$ cat config.mk
export PLATFORM = sky130hd
export DESIGN_NAME = uart_tx_sb_ctrl
export DESIGN_NICKNAME = d
export VERILOG_FILES = /design/src/rtl/uart_tx_sb_ctrl.sv
export SDC_FILE = /design/constraint.sdc
export NUM_CORES = 1
export LEC_CHECK = 0
export BUFFER_PORTS_ARGS = -buffer_cell sky130_fd_sc_hd__buf_2
export CAP_MARGIN = 0
export CORE_MARGIN = 2
export CORE_UTILIZATION = 49
export CTS_CLUSTER_DIAMETER = 100
export DETAILED_ROUTE_END_ITERATION = 10
export PLACE_DENSITY = 0.79
export SLEW_MARGIN = 5
export SYNTH_ARGS = -nofsm -noshare
export SYNTH_HDL_FRONTEND = slang
export SYNTH_SLANG_ARGS = --single-unit
$ cat constraint.sdc
create_clock -name clk_i -period 3.1 [get_ports clk_i]
set_input_delay 0.31 -clock clk_i [delete_from_list [all_inputs] [get_ports clk_i]]
set_output_delay 0.31 -clock clk_i [all_outputs]
set_load 0.05 [all_outputs]
$ cat src/rtl/uart_tx_sb_ctrl.sv
// Memory-mapped UART transmitter (decoder request bit 5, read-mux select 6).
// Optional build macro UART_TX_FIFO_EN adds a 4-entry byte FIFO ahead of the shifter.
module uart_tx_sb_ctrl #(
  parameter logic [15:0] DIV_DEFAULT  = 16'd1042,
  parameter logic [1:0]  STOP_DEFAULT = 2'd1
) (
  input  logic        clk_i,
  input  logic        rst_i,
  input  logic        req_i,
  input  logic        write_enable_i,
  input  logic [31:0] addr_i,
  input  logic [31:0] write_data_i,
  output logic [31:0] read_data_o,
  output logic        tx_o
);

  localparam logic [11:0] OFF_DATA  = 12'h000;
  localparam logic [11:0] OFF_BUSY  = 12'h004;
  localparam logic [11:0] OFF_DIV   = 12'h008;
  localparam logic [11:0] OFF_PAR   = 12'h00C;
  localparam logic [11:0] OFF_STOP  = 12'h010;
  localparam logic [11:0] OFF_COUNT = 12'h014;
  localparam logic [11:0] OFF_SRST  = 12'h024;

  typedef enum logic [2:0] {IDLE, START, DATA, PARITY, STOP} state_t;

  state_t      state_q, state_d;
  logic [15:0] divider_q, divider_d;
  logic [15:0] baud_cnt_q, baud_cnt_d;
  logic        parity_en_q, parity_en_d;
  logic [1:0]  stop_bits_q, stop_bits_d;
  logic [2:0]  bit_cnt_q, bit_cnt_d;
  logic [7:0]  shift_q, shift_d;
  logic        parity_bit_q, parity_bit_d;
  logic        frame_par_q, frame_par_d;
  logic        frame_two_stop_q, frame_two_stop_d;
  logic        busy_q, busy_d;
  logic        tx_q, tx_d;
  logic [31:0] read_data_q, read_data_d;

  logic [11:0] offset;
  logic        wr_acc, rd_acc, soft_rst, cfg_lock, load, baud_last;
  logic [7:0]  load_byte;
  logic [2:0]  fifo_count_rd;
  logic        unused_addr;

  assign offset      = addr_i[11:0];
  assign unused_addr = ^addr_i[31:12];
  assign wr_acc      = req_i & write_enable_i;
  assign rd_acc      = req_i & ~write_enable_i;
  assign soft_rst    = wr_acc && (offset == OFF_SRST) && write_data_i[0];
  assign baud_last   = (baud_cnt_q == (divider_q - 16'd1));

`ifdef UART_TX_FIFO_EN
  logic [7:0] fifo_mem_q [4];
  logic [7:0] fifo_mem_d [4];
  logic [1:0] wr_ptr_q, wr_ptr_d, rd_ptr_q, rd_ptr_d;
  logic [2:0] fifo_count_q, fifo_count_d;
  logic       push;

  // The shifter is fed from the FIFO head; a push never bypasses straight into the shifter.
  assign push          = wr_acc && (offset == OFF_DATA) && (fifo_count_q != 3'd4);
  assign load          = (state_q == IDLE) && (fifo_count_q != 3'd0);
  assign load_byte     = fifo_mem_q[rd_ptr_q];
  assign cfg_lock      = (state_q != IDLE) || (fifo_count_q != 3'd0);
  assign fifo_count_rd = fifo_count_q;
`else
  assign load          = wr_acc && (offset == OFF_DATA) && (state_q == IDLE);
  assign load_byte     = write_data_i[7:0];
  assign cfg_lock      = (state_q != IDLE);
  assign fifo_count_rd = 3'd0;
`endif

  always_comb begin
    state_d          = state_q;
    divider_d        = divider_q;
    baud_cnt_d       = baud_cnt_q;
    parity_en_d      = parity_en_q;
    stop_bits_d      = stop_bits_q;
    bit_cnt_d        = bit_cnt_q;
    shift_d          = shift_q;
    parity_bit_d     = parity_bit_q;
    frame_par_d      = frame_par_q;
    frame_two_stop_d = frame_two_stop_q;
    tx_d             = tx_q;
    read_data_d      = read_data_q;

    if (rd_acc) begin
      case (offset)
        OFF_BUSY:  read_data_d = {31'd0, busy_q};
        OFF_DIV:   read_data_d = {16'd0, divider_q};
        OFF_PAR:   read_data_d = {31'd0, parity_en_q};
        OFF_STOP:  read_data_d = {30'd0, stop_bits_q};
        OFF_COUNT: read_data_d = {29'd0, fifo_count_rd};
        default:   read_data_d = 32'd0;
      endcase
    end

    if (wr_acc && !cfg_lock) begin
      case (offset)
        OFF_DIV: if (write_data_i[15:0] >= 16'd2) divider_d = write_data_i[15:0];
        OFF_PAR: parity_en_d = write_data_i[0];
        OFF_STOP: begin
          if ((write_data_i == 32'd1) || (write_data_i == 32'd2)) stop_bits_d = write_data_i[1:0];
        end
        default: ;
      endcase
    end

    // Parity and stop count are captured with the byte so the frame is self-contained.
    if (state_q == IDLE) begin
      if (load) begin
        state_d          = START;
        baud_cnt_d       = 16'd0;
        bit_cnt_d        = 3'd0;
        shift_d          = load_byte;
        parity_bit_d     = ^load_byte;
        frame_par_d      = parity_en_q;
        frame_two_stop_d = (stop_bits_q == 2'd2);
        tx_d             = 1'b0;
      end
    end else if (!baud_last) begin
      baud_cnt_d = baud_cnt_q + 16'd1;
    end else begin
      baud_cnt_d = 16'd0;
      case (state_q)
        START: begin
          state_d   = DATA;
          bit_cnt_d = 3'd0;
          tx_d      = shift_q[0];
        end
        DATA: begin
          if (bit_cnt_q == 3'd7) begin
            bit_cnt_d = 3'd0;
            if (frame_par_q) begin
              state_d = PARITY;
              tx_d    = parity_bit_q;
            end else begin
              state_d = STOP;
              tx_d    = 1'b1;
            end
          end else begin
            bit_cnt_d = bit_cnt_q + 3'd1;
            shift_d   = {1'b0, shift_q[7:1]};
            tx_d      = shift_q[1];
          end
        end
        PARITY: begin
          state_d   = STOP;
          bit_cnt_d = 3'd0;
          tx_d      = 1'b1;
        end
        STOP: begin
          if (!frame_two_stop_q || (bit_cnt_q == 3'd1)) begin
            state_d = IDLE;
            tx_d    = 1'b1;
          end else begin
            bit_cnt_d = 3'd1;
          end
        end
        default: begin
          state_d = IDLE;
          tx_d    = 1'b1;
        end
      endcase
    end

`ifdef UART_TX_FIFO_EN
    fifo_mem_d = fifo_mem_q;
    wr_ptr_d   = wr_ptr_q;
    rd_ptr_d   = rd_ptr_q;
    if (push) begin
      fifo_mem_d[wr_ptr_q] = write_data_i[7:0];
      wr_ptr_d             = wr_ptr_q + 2'd1;
    end
    if (load) rd_ptr_d = rd_ptr_q + 2'd1;
    fifo_count_d = fifo_count_q + {2'd0, push} - {2'd0, load};
    busy_d       = (fifo_count_d == 3'd4);
`else
    busy_d = (state_d != IDLE);
`endif

    if (soft_rst) begin
      state_d          = IDLE;
      divider_d        = DIV_DEFAULT;
      baud_cnt_d       = 16'd0;
      parity_en_d      = 1'b0;
      stop_bits_d      = STOP_DEFAULT;
      bit_cnt_d        = 3'd0;
      shift_d          = 8'd0;
      parity_bit_d     = 1'b0;
      frame_par_d      = 1'b0;
      frame_two_stop_d = 1'b0;
      tx_d             = 1'b1;
      read_data_d      = 32'd0;
      busy_d           = 1'b0;
`ifdef UART_TX_FIFO_EN
      wr_ptr_d     = 2'd0;
      rd_ptr_d     = 2'd0;
      fifo_count_d = 3'd0;
`endif
    end
  end

  always_ff @(posedge clk_i or posedge rst_i) begin
    if (rst_i) begin
      state_q          <= IDLE;
      divider_q        <= DIV_DEFAULT;
      baud_cnt_q       <= 16'd0;
      parity_en_q      <= 1'b0;
      stop_bits_q      <= STOP_DEFAULT;
      bit_cnt_q        <= 3'd0;
      shift_q          <= 8'd0;
      parity_bit_q     <= 1'b0;
      frame_par_q      <= 1'b0;
      frame_two_stop_q <= 1'b0;
      busy_q           <= 1'b0;
      tx_q             <= 1'b1;
      read_data_q      <= 32'd0;
`ifdef UART_TX_FIFO_EN
      for (int i = 0; i < 4; i++) fifo_mem_q[i] <= 8'd0;
      wr_ptr_q     <= 2'd0;
      rd_ptr_q     <= 2'd0;
      fifo_count_q <= 3'd0;
`endif
    end else begin
      state_q          <= state_d;
      divider_q        <= divider_d;
      baud_cnt_q       <= baud_cnt_d;
      parity_en_q      <= parity_en_d;
      stop_bits_q      <= stop_bits_d;
      bit_cnt_q        <= bit_cnt_d;
      shift_q          <= shift_d;
      parity_bit_q     <= parity_bit_d;
      frame_par_q      <= frame_par_d;
      frame_two_stop_q <= frame_two_stop_d;
      busy_q           <= busy_d;
      tx_q             <= tx_d;
      read_data_q      <= read_data_d;
`ifdef UART_TX_FIFO_EN
      for (int i = 0; i < 4; i++) fifo_mem_q[i] <= fifo_mem_d[i];
      wr_ptr_q     <= wr_ptr_d;
      rd_ptr_q     <= rd_ptr_d;
      fifo_count_q <= fifo_count_d;
`endif
    end
  end

  assign read_data_o = read_data_q;
  assign tx_o        = tx_q;

endmodule
======== After elaboration in Yosys (flattened, before gate mapping) ========
Cells that the tools add are included.
storage, ports and cells
  bits in registers ....................... 86
  latch bits .............................. 0
  memory bits (writable) .................. 0
  ROM bits ................................ 0
  bits of input ports ..................... 68
  output and inout port bits .............. 33
  logic and storage cells ................. 130
  memories kept ........................... 0
cells by class
  $add $sub $neg .......................... 3
  multiply operators ...................... 0
  div/mod/pow operators ................... 0
  order comparisons ....................... 1
  equal/unequal tests ..................... 19
  shift operators ......................... 0
  muxes and demuxes ....................... 57
  bitwise operators ....................... 3
  reductions and logical operators ........ 34
operators with widths
  cell                   count
  $mux 16                8
  $mux 32                2
  $pmux 16 s4            1
  $mux 8                 6
  $mux 3                 13
  $eq 32x1->1 const B    1
  $eq 32x2->1 const B    1
  $eq 12x4->1 const B    2
  $mux 1                 20
  $reduce_bool 2->1      9
  $add 16x1->16 const B  1
  $eq 16x16->1           1
  $ge 16x2->1 const B    1
  $sub 16x1->16 const B  1
  $eq 12x3->1 const B    1
  $eq 12x5->1 const B    1
  $eq 12x6->1 const B    1
  $logic_not 12->1       1
  $pmux 3 s4             1
  $reduce_bool 3->1      4
  $pmux 3 s3             1
  $reduce_and 3->1       3
  $mux 2                 4
  $ne 4x4->1 const B     2
  18 further kinds       31

======== Logic depth before layout (Yosys ltp) ========
  depth after elaboration ................. 8
  depth in mapped cells ................... 12
  mapped depth without buffers ............ 10

======== Worst setup path before layout ========
Ideal clock, no wire load.
  kind .................................... register -> register
  from .................................... register divider_q[0]
  to ...................................... register busy_q
  setup time .............................. 0.131 ns
  data arrival time ....................... 3.004 ns
  data required time ...................... 2.969 ns
  path slack .............................. -0.035 ns
  stages on the path, launching flop included .. 11
  path buffers ............................ 1
  period minus slack after synthesis ...... 3.135 ns
  path through ............................ dfrtp_1 -> clkbuf_1 -> inv_1 -> ha_1 -> nor4b_2 -> a41oi_1 -> a221o_1 -> a221o_2 -> o41ai_1 -> a21oi_1 -> or3_1
on the way
  longest elaborated chain between the ends .. 6
ends and longest elaborated chain
  element                 line  RTL
  start, declared         28    logic [15:0] divider_q, divider_d;
  start signal, assigned  228   divider_q <= divider_d;
  $sub 16x1->16           52    assign baud_last = (baud_cnt_q == (divider_q - 16'd1));
  $eq 16x16->1            52
  $mux 3                  122   end else if (!baud_last) begin
  $mux 3                  111   if (state_q == IDLE) begin
  $reduce_bool 3->1       180   busy_d = (state_d != IDLE);
  $mux 1                  183   if (soft_rst) begin
  via busy_d              37    logic busy_q, busy_d;
  end signal, assigned    237   busy_q <= busy_d;
  end, declared           37
The timed path passes the listed nets, and every way through them passes these cells.
A chain may end at the register's enable or synchronous reset.

======== Worst setup path after layout ========
  from .................................... register divider_q[4]
  to ...................................... register busy_q
The elaborated chain is that of the path after synthesis.

==> reports/summary.txt <==
SETUP PATH
--------------------------------------------------------------------------------
Arrival time of the worst setup path                                     3360 ps
Startpoint type of the worst setup path                                 register
Required time of the critical path                                       3390 ps
Type of destination of the critical path                                register
Crit path max fanout                                                           4
Start-to-end type of the worst setup path                             reg -> reg

YOSYS
--------------------------------------------------------------------------------
Synth cell types                                                              61
Mapped Avg Cell Area                                                  8.822 um^2
Yosys warns                                                                    0
#FFs+latches synth                                                            70
Ys async rst share                                                         1.000
Share of Yosys cell area claimed by the top area cell type                0.3778
Area contributors post-synth                                        sky130_fd_sc_hd__dfrtp_1, sky130_fd_sc_hd__nand2_1, sky130_fd_sc_hd__nand3_1, sky130_fd_sc_hd__o21ai_0, sky130_fd_sc_hd__ha_1
Post-synthesis instance total                                                488
Share of the yosys chip area belonging to registers                       0.4083
Largest area contributor in the synthesized netlist                 sky130_fd_sc_hd__dfrtp_1
Top FF cell, synth                                                  sky130_fd_sc_hd__dfrtp_1
Post-synthesis instance area                                           4305 um^2
Number of enable-type register cells in the synthesized netlist                0

LAYOUT
--------------------------------------------------------------------------------
Area Overhead vs Synth                                                    20.90%
ANT cells                                                                      0
Fill cell total of the finished layout                                       738
Post-route cell area                                                   5205 um^2
Layout cell share with drive strength beyond 1                            0.2667
Non-filler instance count after layout                                       693
Footprint of the multi-input gates                                     2416 um^2
Area of all sequential standard cells                                  1759 um^2
Final-stage net count                                                        660

POWER
--------------------------------------------------------------------------------
Comb pwr share                                                             0.124
Cell Pwr Density                                                    369.6 nW/um^2
Largest vdd supply drop                                              0.0002680 V
Clock Power Share                                                          0.366
Switching part of the total                                               0.3041
Total design power                                                      1.924 mW
Cell internal power dissipation                                         1.339 mW
Net Sw Power                                                            585.1 uW
Sequential power share                                                     0.510
Static leakage power                                                    2.524 nW

CLOCK NETWORK
--------------------------------------------------------------------------------
Number of buffers created by CTS                                               9
Root buffer cell                                                    sky130_fd_sc_hd__clkbuf_8
H-tree depth                                                                   3
Clock-pin transition on the worst setup and hold timing paths              90 ps
Clock insertion delay at the later pin of the skew report                 360 ps
Max Root-Sink Buffers                                                          2
TritonCTS clock tree                                                       built
Sink Count                                                                    70

ROUTE
--------------------------------------------------------------------------------
Starting DRT DRC Count                                                       232
Routed length per instance                                              15.74 um
Vias/cell                                                                  5.859
Via count                                                                  4,060
Post-detailed-route count of antenna-violating nets                            0
Routed Wire Length                                                     10,910 um
DR DRC count                                                                   0
Number of iterations in the first detailed-routing pass                        5

STA
--------------------------------------------------------------------------------
Max Slew Vio Count                                                             0
Setup Viol. Count Final                                                        0
Min Tclk post-route                                                      3064 ps
Tightest slew margin relative to the limit                                0.5129
Max Clock Freq                                                         326.3 MHz
Share of the cycle needed by the critical path after routing              0.9885
Measured slew at the worst slew-check pin                               730.2 ps
Fin Clk Skew                                                            12.59 ps
Setup TNS                                                                   0 ps
Hold Vio Cnt, Final                                                            0
Fin worst setup slack                                                   35.77 ps

PLACED DESIGN
--------------------------------------------------------------------------------
Detailed placement HPWL                                                  8277 um
Routability cong.                                                         0.8898
Cell area after placement                                              4858 um^2
DP Worst Slack                                                         -14.71 ps
Number of cells in the design after placement                                671
Total of buffers placed on input and output ports                             64

FLOORPLAN
--------------------------------------------------------------------------------
Total I/O pin count                                                          101
Chip Width                                                              97.74 um
Core region area                                                       8636 um^2
Overall die area                                                       9552 um^2
Row count                                                                     34
Initial Utilization                                                       0.4986
DIE HEIGHT                                                              97.74 um

GLOBAL ROUTE
--------------------------------------------------------------------------------
Via count of the first global-routing pass                                 3,713
Global routing usage summed across all routing layers                     0.2263
Number of antenna violations at the first check in global routing              0
Largest net degree at the start of global routing                             59
Grt ovf                                                                        0
First-pass GRT wire length                                             17,620 um

MIN PATH
--------------------------------------------------------------------------------
Worst min-delay path class                                             in -> reg

JOB
--------------------------------------------------------------------------------
Max-cap violation count                                                        0

STATUS
--------------------------------------------------------------------------------
Status                                                                 completed

## worst paths after layout
kind	to	cells past startpoint	slack (ps)	from
hold / removal	divider_q[14]$_DFFE_PP0P_	3	150	write_data_i[14]
setup reg to reg	busy_q$_DFF_PP0_	9	40	divider_q[4]$_DFFE_PP1P_
setup / recovery	busy_q$_DFF_PP0_	9	40	divider_q[4]$_DFFE_PP1P_
max in group asynchronous	divider_q[0]$_DFFE_PP0P_	4	1590	rst_i
min in group asynchronous	shift_q[5]$_DFFE_PP0P_	3	430	rst_i
hold reg to reg	read_data_o[1]$_DFFE_PP0P_	2	490	read_data_o[1]$_DFFE_PP0P_
## critical path: stages, from the launching register on
cell	delay, ps
sky130_fd_sc_hd__dfstp_2	380
sky130_fd_sc_hd__or3_1	360
sky130_fd_sc_hd__or4_4	500
sky130_fd_sc_hd__a221o_1	340
sky130_fd_sc_hd__a221o_2	440
sky130_fd_sc_hd__buf_6	160
sky130_fd_sc_hd__nor4_1	300
sky130_fd_sc_hd__a31oi_1	160
sky130_fd_sc_hd__a21oi_1	220
sky130_fd_sc_hd__or3_1	140
## power by group through the flow
stage          combinational [mW]  clock, mW  sequential, mW
6_report                    0.239      0.705           0.981
5_1_grt                     0.261      0.753           0.985
4_1_cts                     0.228      0.717           0.981
3_5_place_dp                0.224          0           0.999
3_3_place_gp                0.217          0           0.997
2_1_floorplan               0.178          0           0.987
## cells in the mapped netlist, drive strengths merged, types with 4 or more instances
cell type	number
dfrtp	65
nand2	62
nand3	32
o21ai	31
a21oi	27
nor2	27
buf	20
inv	20
clkbuf	18
a22o	16
nor4	14
xnor2	14
xor2	13
and3	12
ha	12
nand2b	10
a31oi	9
o2bb2ai	8
or3	8
nor3	7
nor2b	6
dfstp	5
or4	5
and2	4
o31ai	4
## registers in the layout, indices dropped and copies added (netlist names), 2 cells and up
| name | flops |
|---|---|
| baud_cnt_q | 16 |
| bit_cnt_q | 3 |
| divider_q | 16 |
| read_data_o | 16 |
| shift_q | 8 |
| state_q | 3 |
| stop_bits_q | 2 |
## kinds of logic (layout without fill, tap and decap cells)
family	Yosys count	after routing	synth area share
AOI/OAI and AO/OA	115	115	0.1816
xor gates and xnor gates	28	28	0.06016
adders and majority gates	12	12	0.03487
buffers and inverters	58	140	0.06916
DFF	70	70	0.4083
muxes	3	3	0.007265
other	1	16	0.0008710
and+or+nand+nor	201	201	0.2377
## what timing repair did
action,in CTS,in global routing
setup buffers,2,3
pin swaps,1,8
resized for setup,2,25
setup endpoints to repair,11,14
hold endpoints to repair,11,0
hold buffers,1,0
## per-layer routing
metal | vias up | share of wire | track usage
li1 | 1901 | - | -
met1 | 1968 | 0.42 | 0.3028
met2 | 170 | 0.49 | 0.3703
met3 | 21 | 0.064 | 0.04438
met4 | 0 | 0.020 | 0.07799
met5 | - | 0 | 0
## layout make-up
class | count | share of cell area
tap | 108 | 0.02596
clock buffer | 9 | 0.02380
clock inverter | 7 | 0.01178
sequential | 70 | 0.3380
timing repair buffer | 104 | 0.1219
multi-input combinational | 375 | 0.4642
inverter | 20 | 0.01442
## cells in the final DEF (no fill, tap or decap), types with 6 or more instances in the layout
cell                        count
sky130_fd_sc_hd__a21oi_1       24
sky130_fd_sc_hd__a22o_1        16
sky130_fd_sc_hd__a31oi_1        9
sky130_fd_sc_hd__and3_1        12
sky130_fd_sc_hd__buf_2         64
sky130_fd_sc_hd__buf_4         36
sky130_fd_sc_hd__clkbuf_8       9
sky130_fd_sc_hd__conb_1        16
sky130_fd_sc_hd__dfrtp_1       64
sky130_fd_sc_hd__ha_1          11
sky130_fd_sc_hd__inv_1         18
sky130_fd_sc_hd__nand2_1       62
sky130_fd_sc_hd__nand2b_1      10
sky130_fd_sc_hd__nand3_1       32
sky130_fd_sc_hd__nor2_1        27
sky130_fd_sc_hd__nor2b_1        6
sky130_fd_sc_hd__nor3_1         7
sky130_fd_sc_hd__nor4_1        10
sky130_fd_sc_hd__o21ai_0       28
sky130_fd_sc_hd__o2bb2ai_1      6
sky130_fd_sc_hd__or3_1          8
sky130_fd_sc_hd__xnor2_1       14
sky130_fd_sc_hd__xor2_1        13
## metrics by stage
step	hold WS (ps)	utilization
CTS	143.8	0.5882
floorplan	393.2	-
global route	153.4	0.6027
finish	149.2	0.6027
detailed placement	270.8	0.5626
global placement	262.7	0.5626
Power figures use the tool's default switching activity.
